[config.mk]
export PLATFORM = sky130hd
export DESIGN_NAME = exu_lsu
export DESIGN_NICKNAME = d
export VERILOG_FILES = /design/src/rtl/exu_lsu_pkg.sv /design/src/rtl/lsu_lane_align.sv /design/src/rtl/exu_lsu.sv
export SDC_FILE = /design/constraint.sdc
export NUM_CORES = 1
export LEC_CHECK = 0
export CORE_ASPECT_RATIO = 0.6
export CORE_UTILIZATION = 46
export DETAILED_ROUTE_END_ITERATION = 10
export PLACE_DENSITY = 0.86
export SLEW_MARGIN = 20
export SYNTH_ARGS = -nofsm -noshare
export SYNTH_HDL_FRONTEND = slang
export SYNTH_SLANG_ARGS = --single-unit
[constraint.sdc]
create_clock -name clk -period 4.2 [get_ports clk]
set_clock_uncertainty 0.15 [all_clocks]
set_input_delay 0.42 -clock clk [delete_from_list [all_inputs] [get_ports clk]]
set_output_delay 0.42 -clock clk [all_outputs]
set_load 0.05 [all_outputs]
[src/rtl/exu_lsu_pkg.sv]
`default_nettype none
// ============================================================================
// Module  : exu_lsu_pkg
// Purpose : Shared encodings for the execute-stage load/store unit.
//           - Access-size codes, used by the decoder and the LSU.
//           - FSM state encoding.
//           - Small decode helpers for size.
// Rev     : 1.0  initial release
// ============================================================================
package exu_lsu_pkg;

  localparam int LSU_SIZE_WIDTH  = 2;
  localparam int LSU_STATE_WIDTH = 2;

  localparam logic [LSU_SIZE_WIDTH-1:0] LSU_B = 2'b00;
  localparam logic [LSU_SIZE_WIDTH-1:0] LSU_H = 2'b01;
  localparam logic [LSU_SIZE_WIDTH-1:0] LSU_W = 2'b10;
  localparam logic [LSU_SIZE_WIDTH-1:0] LSU_D = 2'b11;

  typedef enum logic [LSU_STATE_WIDTH-1:0] {
    ST_IDLE     = 2'd0,
    ST_REQ      = 2'd1,
    ST_WAIT_RSP = 2'd2,
    ST_DONE     = 2'd3
  } lsu_state_e;

  // Number of bytes touched by an access of the given size (1, 2, 4 or 8).
  function automatic logic [3:0] lsu_nbytes(input logic [LSU_SIZE_WIDTH-1:0] size);
    return 4'd1 << size;
  endfunction

  // Address low bits that must be zero for a naturally aligned access.
  function automatic logic [2:0] lsu_align_mask(input logic [LSU_SIZE_WIDTH-1:0] size);
    logic [2:0] m;
    case (size)
      LSU_B:   m = 3'b000;
      LSU_H:   m = 3'b001;
      LSU_W:   m = 3'b011;
      default: m = 3'b111;
    endcase
    return m;
  endfunction

endpackage
`default_nettype wire

[src/rtl/lsu_lane_align.sv]
`default_nettype none
// ============================================================================
// Module  : lsu_lane_align
// Purpose : Combinational byte-lane steering for the LSU.
//   i_off      : byte offset of the access inside the bus word
//   i_size     : access size code
//   i_wdata    : right-aligned store data
//   i_rdata    : raw bus read data
//   o_wdata    : store data shifted to its byte lanes
//   o_wmask    : byte-lane write strobes
//   o_rdata    : read data shifted down and zero-extended to the access size
// Rev     : 1.0  initial release
// ============================================================================
module lsu_lane_align
  import exu_lsu_pkg::*;
#(
  parameter int XLEN  = 32,
  parameter int OFF_W = 2
) (
  input  logic [OFF_W-1:0]          i_off,
  input  logic [LSU_SIZE_WIDTH-1:0] i_size,
  input  logic [XLEN-1:0]           i_wdata,
  input  logic [XLEN-1:0]           i_rdata,
  output logic [XLEN-1:0]           o_wdata,
  output logic [XLEN/8-1:0]         o_wmask,
  output logic [XLEN-1:0]           o_rdata
);

  localparam int LANES = XLEN / 8;

  logic [3:0]       w_nbytes;
  logic [LANES-1:0] w_lane;
  logic [XLEN-1:0]  w_dmask;
  logic [XLEN-1:0]  w_rshift;

  assign w_nbytes = lsu_nbytes(i_size);

  // Lanes [0, nbytes) are the ones covered by the access before shifting.
  for (genvar i = 0; i < LANES; i++) begin : g_lane
    assign w_lane[i]          = (4'(i) < w_nbytes);
    assign w_dmask[8*i +: 8]  = {8{w_lane[i]}};
  end

  assign o_wdata  = i_wdata << {i_off, 3'b000};
  assign o_wmask  = w_lane << i_off;
  assign w_rshift = i_rdata >> {i_off, 3'b000};
  // Masking after the shift keeps bytes beyond the access out of the result.
  assign o_rdata  = w_rshift & w_dmask;

endmodule
`default_nettype wire

[src/rtl/exu_lsu.sv]
`default_nettype none
// ============================================================================
// Module  : exu_lsu
// Purpose : Execute-stage load/store unit. Accepts one access from the EXU,
//           runs it over a valid/ready memory bus and returns zero-extended,
//           lane-corrected load data.
//   clk, rst                         : clock, synchronous active-high reset
//   req_valid/req_ready              : EXU request handshake
//   req_we/req_size/req_addr/req_wdata : access descriptor
//   mem_req_valid/mem_req_ready      : bus request handshake
//   mem_we/mem_addr/mem_wdata/mem_wmask : bus request payload
//   mem_rsp_valid/mem_rdata          : bus response (read data or write ack)
//   done/mem_r/misalign              : completion pulse, load data, fault flag
// Rev     : 1.0  initial release
// ============================================================================
module exu_lsu
  import exu_lsu_pkg::*;
#(
  parameter int XLEN  = 32,
  parameter int OFF_W = 2
) (
  input  logic                      clk,
  input  logic                      rst,
  input  logic                      req_valid,
  output logic                      req_ready,
  input  logic                      req_we,
  input  logic [LSU_SIZE_WIDTH-1:0] req_size,
  input  logic [XLEN-1:0]           req_addr,
  input  logic [XLEN-1:0]           req_wdata,
  output logic                      mem_req_valid,
  input  logic                      mem_req_ready,
  output logic                      mem_we,
  output logic [XLEN-1:0]           mem_addr,
  output logic [XLEN-1:0]           mem_wdata,
  output logic [XLEN/8-1:0]         mem_wmask,
  input  logic                      mem_rsp_valid,
  input  logic [XLEN-1:0]           mem_rdata,
  output logic                      done,
  output logic [XLEN-1:0]           mem_r,
  output logic                      misalign
);

  lsu_state_e r_state;
  lsu_state_e w_state_nxt;

  logic                      r_we;
  logic [LSU_SIZE_WIDTH-1:0] r_size;
  logic [XLEN-1:0]           r_addr;
  logic [XLEN-1:0]           r_wdata;
  logic                      r_mis;
  logic [XLEN-1:0]           r_mem_r;

  logic                      w_accept;
  logic                      w_mis;
  logic [XLEN-1:0]           w_wdata_sh;
  logic [XLEN/8-1:0]         w_wmask;
  logic [XLEN-1:0]           w_rdata_al;

  assign w_accept = req_valid && (r_state == ST_IDLE);

  // Unaligned offset, or a doubleword on a 32-bit datapath.
  assign w_mis = (|(req_addr[2:0] & lsu_align_mask(req_size))) ||
                 ((req_size == LSU_D) && (XLEN == 32));

  // --------------------------------------------------------------------------
  // State register
  // --------------------------------------------------------------------------
  always_ff @(posedge clk) begin
    if (rst) begin
      r_state <= ST_IDLE;
    end else begin
      r_state <= w_state_nxt;
    end
  end

  // --------------------------------------------------------------------------
  // Next-state logic
  // --------------------------------------------------------------------------
  always_comb begin
    w_state_nxt = r_state;
    case (r_state)
      ST_IDLE: begin
        if (req_valid) begin
          w_state_nxt = w_mis ? ST_DONE : ST_REQ;
        end
      end
      ST_REQ: begin
        if (mem_req_ready) begin
          w_state_nxt = ST_WAIT_RSP;
        end
      end
      ST_WAIT_RSP: begin
        if (mem_rsp_valid) begin
          w_state_nxt = ST_DONE;
        end
      end
      ST_DONE: begin
        w_state_nxt = ST_IDLE;
      end
      default: begin
        w_state_nxt = ST_IDLE;
      end
    endcase
  end

  // --------------------------------------------------------------------------
  // Request capture and load-data register
  // --------------------------------------------------------------------------
  always_ff @(posedge clk) begin
    if (rst) begin
      r_we    <= 1'b0;
      r_size  <= LSU_B;
      r_addr  <= '0;
      r_wdata <= '0;
      r_mis   <= 1'b0;
      r_mem_r <= '0;
    end else begin
      if (w_accept) begin
        r_we    <= req_we;
        r_size  <= req_size;
        r_addr  <= req_addr;
        r_wdata <= req_wdata;
        r_mis   <= w_mis;
      end
      // Responses are only honoured in WAIT_RSP; stray ones elsewhere drop.
      if ((r_state == ST_WAIT_RSP) && mem_rsp_valid) begin
        r_mem_r <= r_we ? '0 : w_rdata_al;
      end
    end
  end

  lsu_lane_align #(
    .XLEN  (XLEN),
    .OFF_W (OFF_W)
  ) u_lane_align (
    .i_off   (r_addr[OFF_W-1:0]),
    .i_size  (r_size),
    .i_wdata (r_wdata),
    .i_rdata (mem_rdata),
    .o_wdata (w_wdata_sh),
    .o_wmask (w_wmask),
    .o_rdata (w_rdata_al)
  );

  // Bus payload comes straight from the captured request, so it cannot move
  // while REQ waits for mem_req_ready.
  assign req_ready     = (r_state == ST_IDLE);
  assign mem_req_valid = (r_state == ST_REQ);
  assign mem_we        = r_we;
  assign mem_addr      = {r_addr[XLEN-1:OFF_W], {OFF_W{1'b0}}};
  assign mem_wdata     = w_wdata_sh;
  assign mem_wmask     = r_we ? w_wmask : '0;
  assign done          = (r_state == ST_DONE);
  assign misalign      = (r_state == ST_DONE) && r_mis;
  assign mem_r         = r_mem_r;

endmodule
`default_nettype wire
# After elaboration in Yosys (flattened, before gate mapping)
# Cells that the tools add are included.
# W data, S select, Z words.
# totals
wordCells,42
input_bits,104
register_bits,102
# op_classes
n_lt_le_gt_ge,4
bitwise,2
reduce_logical,8
n_eq_ne,9
n_mux,8
n_shift,4
# ops
op,n
$and A32 B32 Y32,1
$mux W32,1
$shl A32 B5 Y32,1
$shr A32 B5 Y32,1
$pmux W3 S3,1
$eq A2 B2 Y1 const B,4
$lt A1 B4 Y1 const A,2
$lt A2 B4 Y1 const A,2
$mux W2,4
$pmux W2 S4,1
$eq A2 B1 Y1 const B,2
$logic_not A2 Y1,2
$mux W4,1
$ne A2 B2 Y1 const B,2
$shl A1 B2 Y4 const A,1
$shl A4 B2 Y4,1
$and A3 B3 Y3,1
$logic_and A1 B1 Y1,3
$reduce_and A3 Y1,1
$reduce_or A3 Y1,1
$ne A2 B1 Y1 const B,1
$logic_or A1 B1 Y1,1

# Depth between registers and ports, before layout
# Gate-level depths: netlist of the first run.
# logic_depth
depth_word,8
ltp_mapped,8

# Hierarchy
# Synthesis of the first run repeated with hierarchy kept, for this count alone.
# hier_totals
cells_unflattened,636
hier_area_um2,5301.3
# modules_own_cells
module,seq_area_each_um2,instances,cells_each,area_per_inst_um2
exu_lsu,2042.0,1,503,4080.2
lsu_lane_align,0.0,1,133,1221.2

# Worst setup path after synthesis of the first run
# Ideal clock, no wire load.
# synth_timing
kind,register to output
start,register r_addr[0]
end,output port mem_wdata[24]
t_arrival_ps,1653
path_buffers,3
slack_ps,1977
path_stages_with_launch,6
required_ps,3630
path_cell_list,dfxtp_1 buf_6 buf_2 buf_2 a211oi_1 a21oi_1
# synth_between
elab_chain_cells,1
# synth_rtl
element,line,source
start: declaration,exu_lsu.sv:48,logic [XLEN-1:0] r_addr;
start signal: assignment,exu_lsu.sv:121,r_addr <= req_addr;
$shl A32 B5 Y32,lsu_lane_align.sv:44,"assign o_wdata = i_wdata << {i_off, 3'b000};"
end: declaration,exu_lsu.sv:34,"output logic [XLEN-1:0] mem_wdata,"
# No other way between the ends.

# Worst setup path in the final report of the first run
# layout_timing
start,register r_addr[0]
end,output port mem_wdata[17]
# The elaborated chain is that of the path after synthesis.

==> results of run 1 <==
[power groups by stage]
stage	Sequential, W	Clock, W	Combinational, W
after floorplan	0.00125	0	0.00121
after global placement	0.00124	0	0.00162
after detailed placement	0.00125	0	0.00165
after CTS	0.00123	0.000769	0.00166
after global routing	0.00125	0.000807	0.00177
final	0.00123	0.000746	0.00165
[sequential cells by signal, summed over array words and instances (netlist names)]
name / flops
r_state: 2
r_wdata: 32
r_addr: 32
r_size: 2
r_mis: 1
mem_we: 1
mem_r: 32
[how the worst max path moves through the flow]
stage	start	to	slack, ns	depth (start not counted)
final	r_addr[0]	mem_wdata[17]	0.79	4
after global routing	r_addr[0]	mem_wdata[18]	0.66	4
after global placement	r_addr[0]	mem_wdata[21]	1.28	4
after CTS	r_addr[0]	mem_wdata[17]	0.81	4
after detailed placement	r_addr[0]	mem_wdata[17]	1.19	4
after floorplan	r_addr[0]	mem_wdata[24]	1.98	5
[cell usage in the layout (no fill, tap or decap), types with 6 or more instances in the layout]
cell type	count
o21ai_1	8
dfxtp_1	100
clkbuf_16	9
and2_1	9
a22oi_1	8
nor2_1	28
buf_4	6
a22o_1	8
mux2_2	15
a32oi_1	16
nor2b_1	10
mux2i_1	24
o2bb2ai_1	8
a21oi_1	85
a211oi_1	10
clkdlybuf4s50_1	205
nand2_1	153
[stage by stage]
stage                      util  std cells
final                     0.687        880
after CTS                 0.687        880
after detailed placement  0.661        865
after global placement    0.661        865
after global routing      0.687        880
after floorplan               -        598
[layer usage]
layer / global-route usage / wire length [um] / vias up
met5: 0 / 0 / -
met4: 0.0798 / 196 / 0
met3: 0.0769 / 1270 / 19
met2: 0.426 / 6730 / 216
met1: 0.333 / 6340 / 2231
li1: - / - / 2297
[final cells by class]
cell class | instances | area (um^2)
clock buffers | 11 | 233
clock inverters | 4 | 25.0
well taps | 135 | 169
inverters | 2 | 7.51
fillers | 765 | 3170
flip-flops and latches | 102 | 2040
multi-input cells | 415 | 2380
repair buffers | 211 | 2100
[critical path: stages, from the launching register on]
cell and delay, ns:
dfxtp_2 0.76, nor2b_1 0.66, nand2_1 0.15, o21ai_1 0.12, clkdlybuf4s50_1 0.82
[kinds of logic (layout without fill, tap and decap cells)]
logic type / count (synthesis) / count (layout) / synth area share
flip-flops: 102 / 102 / 0.415
AO/OA/AOI/OAI: 149 / 149 / 0.188
multiplexers: 40 / 40 / 0.0854
other: 1 / 2 / 0.000762
adder cells (fa/ha/maj): 5 / 5 / 0.0127
buffers and inverters: 81 / 228 / 0.104
AND/OR/NAND/NOR: 219 / 219 / 0.195
==> flow_metrics.env, run 1 <==
export IMPL_timing_rr_start="r_state[0]"
export IMPL_crit_fanout=33
export IMPL_firstDrtPassIters=5
export IMPL_grt_max_degree=97
export IMPL_ir_drop_mv=0.341
export IMPL_synth_ff_type="dfxtp_1"
export IMPL_p_sw_frac=0.429
export IMPL_rows=28
export IMPL_setup_viol=0
export IMPL_grt_overflow_total=0
export IMPL_final_nets=850
export IMPL_die_w_um=136
export IMPL_synth_seq_cells=102
export IMPL_yosysSeqAreaShare=0.415
export IMPL_reg2reg_slack_ns=1.92
export IMPL_hold_viol_final=0
export IMPL_ios=209
export IMPL_timing_fmax_mhz=293
export IMPL_initial_core_util=0.486
export IMPL_timing_hold_ws_ns=0.304
export IMPL_avgSynthCellArea_um2=8.24
export IMPL_area_growth_pct=41.3
export IMPL_combPwrFrac=0.455
export IMPL_drtAntennaViolNets=0
export IMPL_place_port_buffers=206
export IMPL_fin_ws_ns=0.789
export IMPL_viasPerCell=5.41
export IMPL_cap_violations=0
export IMPL_dieArea_um2=11100
export IMPL_clockRootBuffer="clkbuf_16"
export IMPL_critPathLaunchType="register"
export IMPL_tns_ns=0
export IMPL_yosysUniqueCellTypes=41
export IMPL_ys_warn_count=0
export IMPL_required_ns=3.63
export IMPL_place_area_um2=6700
export IMPL_grt_pass1_wl_um=22200
export IMPL_total_power_w=0.00364
export IMPL_yosys_cell_count_top_type="nand2_1"
export IMPL_drc=0
export IMPL_worstSetupPathType="register to output pin"
export IMPL_place_ws_ns=1.19
export IMPL_wl_per_cell_um=16.5
export IMPL_intPower_w=0.00208
export IMPL_cts_tree="yes"
export IMPL_hp_class="register to register"
export IMPL_die_y_um=82.1
export IMPL_postCtsHoldBufs=0
export IMPL_hold_depth=2
export IMPL_synth_area_um2=4920
export IMPL_cts_resized=0
export IMPL_synth_top_cell_area_share=0.415
export IMPL_drv_slew=0
export IMPL_critPathCaptureType="output pin"
export IMPL_cts_clk_slew_worst_paths_ns=0.06
export IMPL_clk_latency_ns=0.34
export IMPL_tightest_slew_ns=1.01
export IMPL_r2r_cells=6
export IMPL_track_usage=0.260
export IMPL_power_switching_w=0.00156
export IMPL_slew_headroom=0.328
export IMPL_antenna_found_initial=0
export IMPL_cellPowerDensity_nw_per_um2=523
export IMPL_syn_inst=597
export IMPL_hp_start="r_addr[2]"
export IMPL_ys_top_cells_by_area="dfxtp_1 (41%), nand2_1 (12%), a21oi_1 (8.6%)"
export IMPL_grt_setup_unrepaired="no"
export IMPL_clk_path_buf_depth=2
export IMPL_p_clk_frac=0.205
export IMPL_vias=4763
export IMPL_cts_setup_buffers=0
export IMPL_finalCritPeriodShare=0.812
export IMPL_arrival_ns=2.84
export IMPL_ys_top_cells_by_count="nand2_1 (154), dfxtp_1 (102), a21oi_1 (85)"
export IMPL_r2r_end="r_wdata[22]"
export IMPL_drive_gt1_frac=0.0577
export IMPL_n_antenna_cell=0
export IMPL_routabilityCongestion=0.895
export IMPL_core_area_um2=10100
export IMPL_power_leakage_nw=2.45
export IMPL_h_tree_depth=3
export IMPL_synth_top_area_cell="dfxtp_1"
export IMPL_fin_crit_ns=3.41
export IMPL_min_to="r_addr[2]"
export IMPL_synth_edf_count=0
export IMPL_cts_sinks=102
export IMPL_status="complete, no violations"
export IMPL_cts_made_buffers=9
export IMPL_ys_async_sr_fraction=0
export IMPL_grt_pass1_vias=4386
export IMPL_drt_iter0_markers=291
export IMPL_wl_um=14500
export IMPL_seq_power_share=0.339
export IMPL_dp_hpwl_um=10800
export IMPL_finalInstanceArea_um2=6950
Power figures use the tool's default switching activity.
==> inputs of run 2 (changes only) <==
CORE_UTILIZATION = 39   (was 46)
PLACE_DENSITY = 0.77   (was 0.86)
clock period = 3.1 ns   (was 4.2 ns; I/O delays follow)
==> run 2 against run 1 <==
Net effect:
- cell count grew 4.0%
- die area grew 18%
- non-clock buffer count grew 6
- global-route usage shrank 3.1 points
- clock power grew 50%
- total power grew 42%
- sequential share of layout area shrank 0.82 points
- sequential power grew 35%
- sequential cell count is the same
- via count shrank 0.78%
- worst hold slack lost 0.0011 ns
- critical endpoint is now mem_wdata[26]
==> flow_metrics.env, run 2 (synthesized netlist as in run 1, its figures left out) <==
export IMPL_status="complete, no violations"
export IMPL_initial_core_util=0.404
export IMPL_regArea_um2=2040
export IMPL_crit_chain="buf_4, mux2i_1, a21oi_1, clkdlybuf4s50_1"
export IMPL_grt_max_degree=63
export IMPL_postCtsHoldBufs=0
export IMPL_drive_gt1_frac=0.0800
export IMPL_h_tree_depth=3
export IMPL_cts_sinks=102
export IMPL_fin_ws_ns=0.361
export IMPL_rows=31
export IMPL_clk_path_buf_depth=2
export IMPL_clockRootBuffer="clkbuf_16"
export IMPL_wl_per_cell_um=16.7
export IMPL_timing_fmax_mhz=365
export IMPL_multi_input_area_um2=2380
export IMPL_critPathCaptureType="output pin"
export IMPL_hold_viol_final=0
export IMPL_grt_pass1_wl_um=23400
export IMPL_cts_resized=0
export IMPL_setup_viol=0
export IMPL_cap_violations=0
export IMPL_ios=209
export IMPL_cellPowerDensity_nw_per_um2=721
export IMPL_grt_overflow_total=0
export IMPL_worstSetupPathType="register to output pin"
export IMPL_drtAntennaViolNets=0
export IMPL_antenna_found_initial=0
export IMPL_total_power_w=0.00515
export IMPL_layout_common_cells="clkdlybuf4s50_1 (194), nand2_1 (153), dfxtp_1 (100)"
export IMPL_firstDrtPassIters=5
export IMPL_required_ns=2.64
export IMPL_arrival_ns=2.28
export IMPL_place_ws_ns=0.728
export IMPL_cts_clk_slew_worst_paths_ns=0.07
export IMPL_die_y_um=89.0
export IMPL_cts_tree="yes"
export IMPL_n_antenna_cell=0
export IMPL_grt_pass1_vias=4414
export IMPL_final_nets=856
export IMPL_drc=0
export IMPL_hp_class="register to register"
export IMPL_drt_iter0_markers=282
export IMPL_cp_top_family="buffers and inverters"
export IMPL_critical_path_max_stage_delay_ns=0.82
export IMPL_nFillCells=1062
export IMPL_power_leakage_nw=2.55
export IMPL_critPathLaunchType="register"
export IMPL_tns_ns=0
export IMPL_viasPerCell=5.17
export IMPL_drv_slew=0
export IMPL_cp_num_buf_inv=2
export IMPL_routabilityCongestion=0.939
export IMPL_cts_setup_buffers=0
export IMPL_clk_latency_ns=0.33
export IMPL_ir_drop_mv=0.330
export IMPL_die_w_um=147
export IMPL_dp_hpwl_um=11400
export IMPL_final_common_cell="clkdlybuf4s50_1"
export IMPL_slew_headroom=0.497
export IMPL_wl_um=15200
export IMPL_grt_setup_unrepaired="no"
export IMPL_cts_made_buffers=9
export IMPL_core_area_um2=12200
export IMPL_crit_path_top_delay_cell="clkdlybuf4s50_1"
export IMPL_vias=4726
export IMPL_tightest_slew_ns=0.755
export IMPL_area_growth_pct=45.3
export IMPL_fin_crit_ns=2.74
export IMPL_dieArea_um2=13100
export IMPL_finalCritPeriodShare=0.884
export IMPL_track_usage=0.229
export IMPL_place_port_buffers=206
export IMPL_crit_fanout=17
==> run 2: cell count changes in the layout (fill, tap and decap cells not counted) <==
cell,change
bufinv_16,+1
buf_4,+8
clkbuf_1,-1
clkinv_2,-2
buf_12,+9
clkinvlp_4,-1
clkinv_4,+1
clkdlybuf4s50_1,-11
clkbuf_8,+1
==> run 2: where the power goes <==
part	switching, W	internal, W	leakage, nW	total (W)
sequential	0.000166	0.00149	0.832	0.00166
combinational	0.00151	0.000857	1.58	0.00237
clock	0.000481	0.000641	0.138	0.00112
total	0.00216	0.00299	2.55	0.00515
==> run 2: layer usage <==
metal	wire [um]	track usage	vias up	part of all wire
met2	6830	0.381	212	0.45
met1	6770	0.296	2194	0.44
met4	155	0.0506	0	0.010
li1	-	-	2307	-
met5	0	0	-	0
met3	1480	0.0694	13	0.097
==> run 2: metrics by stage <==
step           cell area (um^2)  hold WS (ns)  utilization  cells
3_5_place_dp               6860         0.296        0.563    901
2_1_floorplan              4930         0.282            -    598
3_3_place_gp               6860         0.291        0.563    901
4_1_cts                    7150         0.305        0.587    915
5_1_grt                    7150         0.317        0.587    915
6_report                   7150         0.303        0.587    915
==> run 2: final cells by class <==
class                   count  area share
clock buffers              11      0.0339
inverters                   2     0.00105
multi-input cells         415       0.332
well taps                 165      0.0289
flip-flops and latches    102       0.286
clock inverters             3     0.00647
repair buffers            217       0.311
==> run 2: worst reg2reg max path, cell delays in order, from the launching register on <==
cell and delay (ns):
dfxtp_1 0.35, inv_1 0.13, ha_1 0.32, nand2_2 0.39
nor4_4 0.61, a22o_1 0.24
==> run 2: worst paths after layout <==
check / startpoint / endpoint / slack (ns) / cells past startpoint
max: r_addr[1] / mem_wdata[26] / 0.36 / 4
min: r_addr[27] / r_addr[27] / 0.30 / 2
max reg2reg: r_state[0] / mem_r[15] / 0.86 / 5
min reg2reg: r_addr[27] / r_addr[27] / 0.30 / 2
==> inputs of run 3 (changes only) <==
CORE_UTILIZATION = 40   (was 39)
SKIP_LAST_GASP = 1   (was default)
SYNTH_HIERARCHICAL = 1   (was default)
==> run 3 against run 2 <==
Net effect:
- global-route usage grew 0.88 points
- register-to-register slack lost 0.03 ns
- final area increased by 5.0%
- worst hold slack improved by 0.00071 ns
- routed wire length increased by 7.8%
- critical path depth down 1
- fmax shrank 7.9%
- largest power group unchanged
- highest routed layer unchanged
==> flow_metrics.env, run 3 <==
export IMPL_synth_ff_type="dfxtp_1"
export IMPL_cap_violations=0
export IMPL_timing_fmax_mhz=336
export IMPL_tns_ns=0
export IMPL_ys_warn_count=6
export IMPL_worstSetupPathType="register to output pin"
export IMPL_tightest_slew_ns=1.08
export IMPL_hold_viol_final=0
export IMPL_cts_setup_buffers=0
export IMPL_die_w_um=151
export IMPL_critPathLaunchType="register"
export IMPL_slew_headroom=0.277
export IMPL_n_antenna_cell=0
export IMPL_arrival_ns=2.51
export IMPL_required_ns=2.64
export IMPL_yosys_cell_count_top_type="nand2_1"
export IMPL_crit_fanout=31
export IMPL_drive_gt1_frac=0.0828
export IMPL_final_nets=889
export IMPL_intPower_w=0.00303
export IMPL_p_sw_frac=0.422
export IMPL_cts_sinks=102
export IMPL_drv_slew=0
export IMPL_cts_clk_slew_worst_paths_ns=0.07
export IMPL_drtAntennaViolNets=0
export IMPL_h_tree_depth=3
export IMPL_routabilityCongestion=0.850
export IMPL_synth_area_um2=5300
export IMPL_use_met1=0.320
export IMPL_globalRouteMet2Util=0.379
export IMPL_antenna_found_initial=0
export IMPL_hp_class="register to register"
export IMPL_dp_hpwl_um=11900
export IMPL_synth_seq_cells=102
export IMPL_initial_core_util=0.411
export IMPL_cts_made_buffers=9
export IMPL_status="complete, no violations"
export IMPL_power_switching_w=0.00221
export IMPL_critPathCaptureType="output pin"
export IMPL_area_growth_pct=41.6
export IMPL_yosysSeqAreaShare=0.385
export IMPL_grt_pass1_vias=4964
export IMPL_setup_viol=0
export IMPL_clk_path_buf_depth=2
export IMPL_place_ws_ns=0.486
export IMPL_synth_top_area_cell="dfxtp_1"
export IMPL_fin_crit_ns=2.97
export IMPL_wl_per_cell_um=17.2
export IMPL_final_common_cell="clkdlybuf4s50_1"
export IMPL_die_y_um=91.2
export IMPL_cts_tree="yes"
export IMPL_grt_pass1_wl_um=25500
export IMPL_cts_resized=0
export IMPL_grt_setup_unrepaired="no"
export IMPL_layout_common_cells="clkdlybuf4s50_1 (188), nand2_1 (168), a21oi_1 (101)"
export IMPL_combPwrFrac=0.462
export IMPL_postCtsHoldBufs=0
export IMPL_synth_top_cell_area_share=0.385
export IMPL_grt_overflow_total=0
export IMPL_firstDrtPassIters=5
export IMPL_ys_async_sr_fraction=0
export IMPL_track_usage=0.238
export IMPL_core_area_um2=12900
export IMPL_grt_busiest_layer="met2"
export IMPL_yosysUniqueCellTypes=37
export IMPL_ios=209
export IMPL_place_port_buffers=206
export IMPL_vias=5074
export IMPL_clk_latency_ns=0.33
export IMPL_seq_power_share=0.317
export IMPL_viasPerCell=5.31
export IMPL_dieArea_um2=13700
export IMPL_grtUsageMet3=0.0658
export IMPL_drt_iter0_markers=347
export IMPL_ir_drop_mv=0.360
export IMPL_clockRootBuffer="clkbuf_16"
export IMPL_p_clk_frac=0.221
export IMPL_fin_ws_ns=0.125
export IMPL_drc=0
export IMPL_grt_max_degree=103
export IMPL_rows=32
export IMPL_wl_um=16400
export IMPL_avgSynthCellArea_um2=8.34
export IMPL_nFillCells=1164
export IMPL_power_leakage_nw=2.63
export IMPL_synth_edf_count=0
export IMPL_ys_top_cells_by_count="nand2_1 (169), dfxtp_1 (102), a21oi_1 (101)"
export IMPL_syn_inst=636
export IMPL_cellPowerDensity_nw_per_um2=699
export IMPL_finalCritPeriodShare=0.960
export IMPL_ys_top_cells_by_area="dfxtp_1 (39%), nand2_1 (12%), a21oi_1 (9.5%)"
run 3: cell count changes in the layout (fill, tap and decap cells not counted), moves of 15 or more:
cell,before,now
mux2i_1,24,43
a32oi_1,16,0
nand4b_1,0,32
a21oi_1,85,101
mux2_2,15,0
nand2_1,153,168
run 3: path summary, 6_finish.rpt:
kind                   end  slack [ns]      start  cells past startpoint
max          mem_wdata[24]        0.13  r_addr[0]                      3
min              mem_r[11]        0.30  mem_r[11]                      2
max reg2reg       mem_r[6]        0.83  r_addr[0]                      4
min reg2reg      mem_r[11]        0.30  mem_r[11]                      2
run 3: area by class of cell:
type | count | area [um^2] | area share
clock inverter | 5 | 63.8 | 0.00850
multi-input combinational | 446 | 2700 | 0.359
inverter | 2 | 7.51 | 0.00100
timing repair buffer | 219 | 2240 | 0.298
tap | 170 | 213 | 0.0283
sequential | 102 | 2040 | 0.272
clock buffer | 11 | 243 | 0.0323
run 3: logic make-up (layout without fill, tap and decap cells):
family                   after synthesis  after routing  share of synthesized area
flip-flops                           102            102                      0.385
adder cells (fa/ha/maj)                5              5                     0.0118
multiplexers                          57             57                      0.129
AND/OR/NAND/NOR                      256            256                      0.229
AO/OA/AOI/OAI                        126            126                      0.136
other                                  1              2                   0.000707
buffers and inverters                 89            237                      0.108
run 3: worst max-delay path: stages (launching register included):
cell             delay, ns
dfxtp_2               0.85
buf_4                 0.30
mux2i_1               0.20
clkdlybuf4s50_1       0.84
run 3: routing by layer:
metal / share of wire / vias to the layer above
met4: 0.0074 / 0
met3: 0.097 / 12
met1: 0.45 / 2388
met5: 0 / -
li1: - / 2435
met2: 0.45 / 239
run 3: through the flow:
| stage | cell area (um^2) | hold WS, ns | power, W | instances | utilization |
|---|---|---|---|---|---|
| final | 7510 | 0.304 | 0.00525 | 955 | 0.582 |
| after global routing | 7510 | 0.317 | 0.00552 | 955 | 0.582 |
| after CTS | 7510 | 0.305 | 0.00528 | 955 | 0.582 |
| after detailed placement | 7200 | 0.297 | 0.00410 | 939 | 0.558 |
| after global placement | 7200 | 0.290 | 0.00404 | 939 | 0.558 |
| after floorplan | 5310 | 0.282 | 0.00340 | 637 | - |
run 3: power groups by stage:
stage               Sequential [W]  Combinational [W]  Clock [W]
floorplan                  0.00169            0.00171          0
global placement           0.00168            0.00237          0
detailed placement         0.00169            0.00242          0
CTS                        0.00166            0.00243    0.00119
global route               0.00168            0.00258    0.00125
finish                     0.00166            0.00243    0.00116
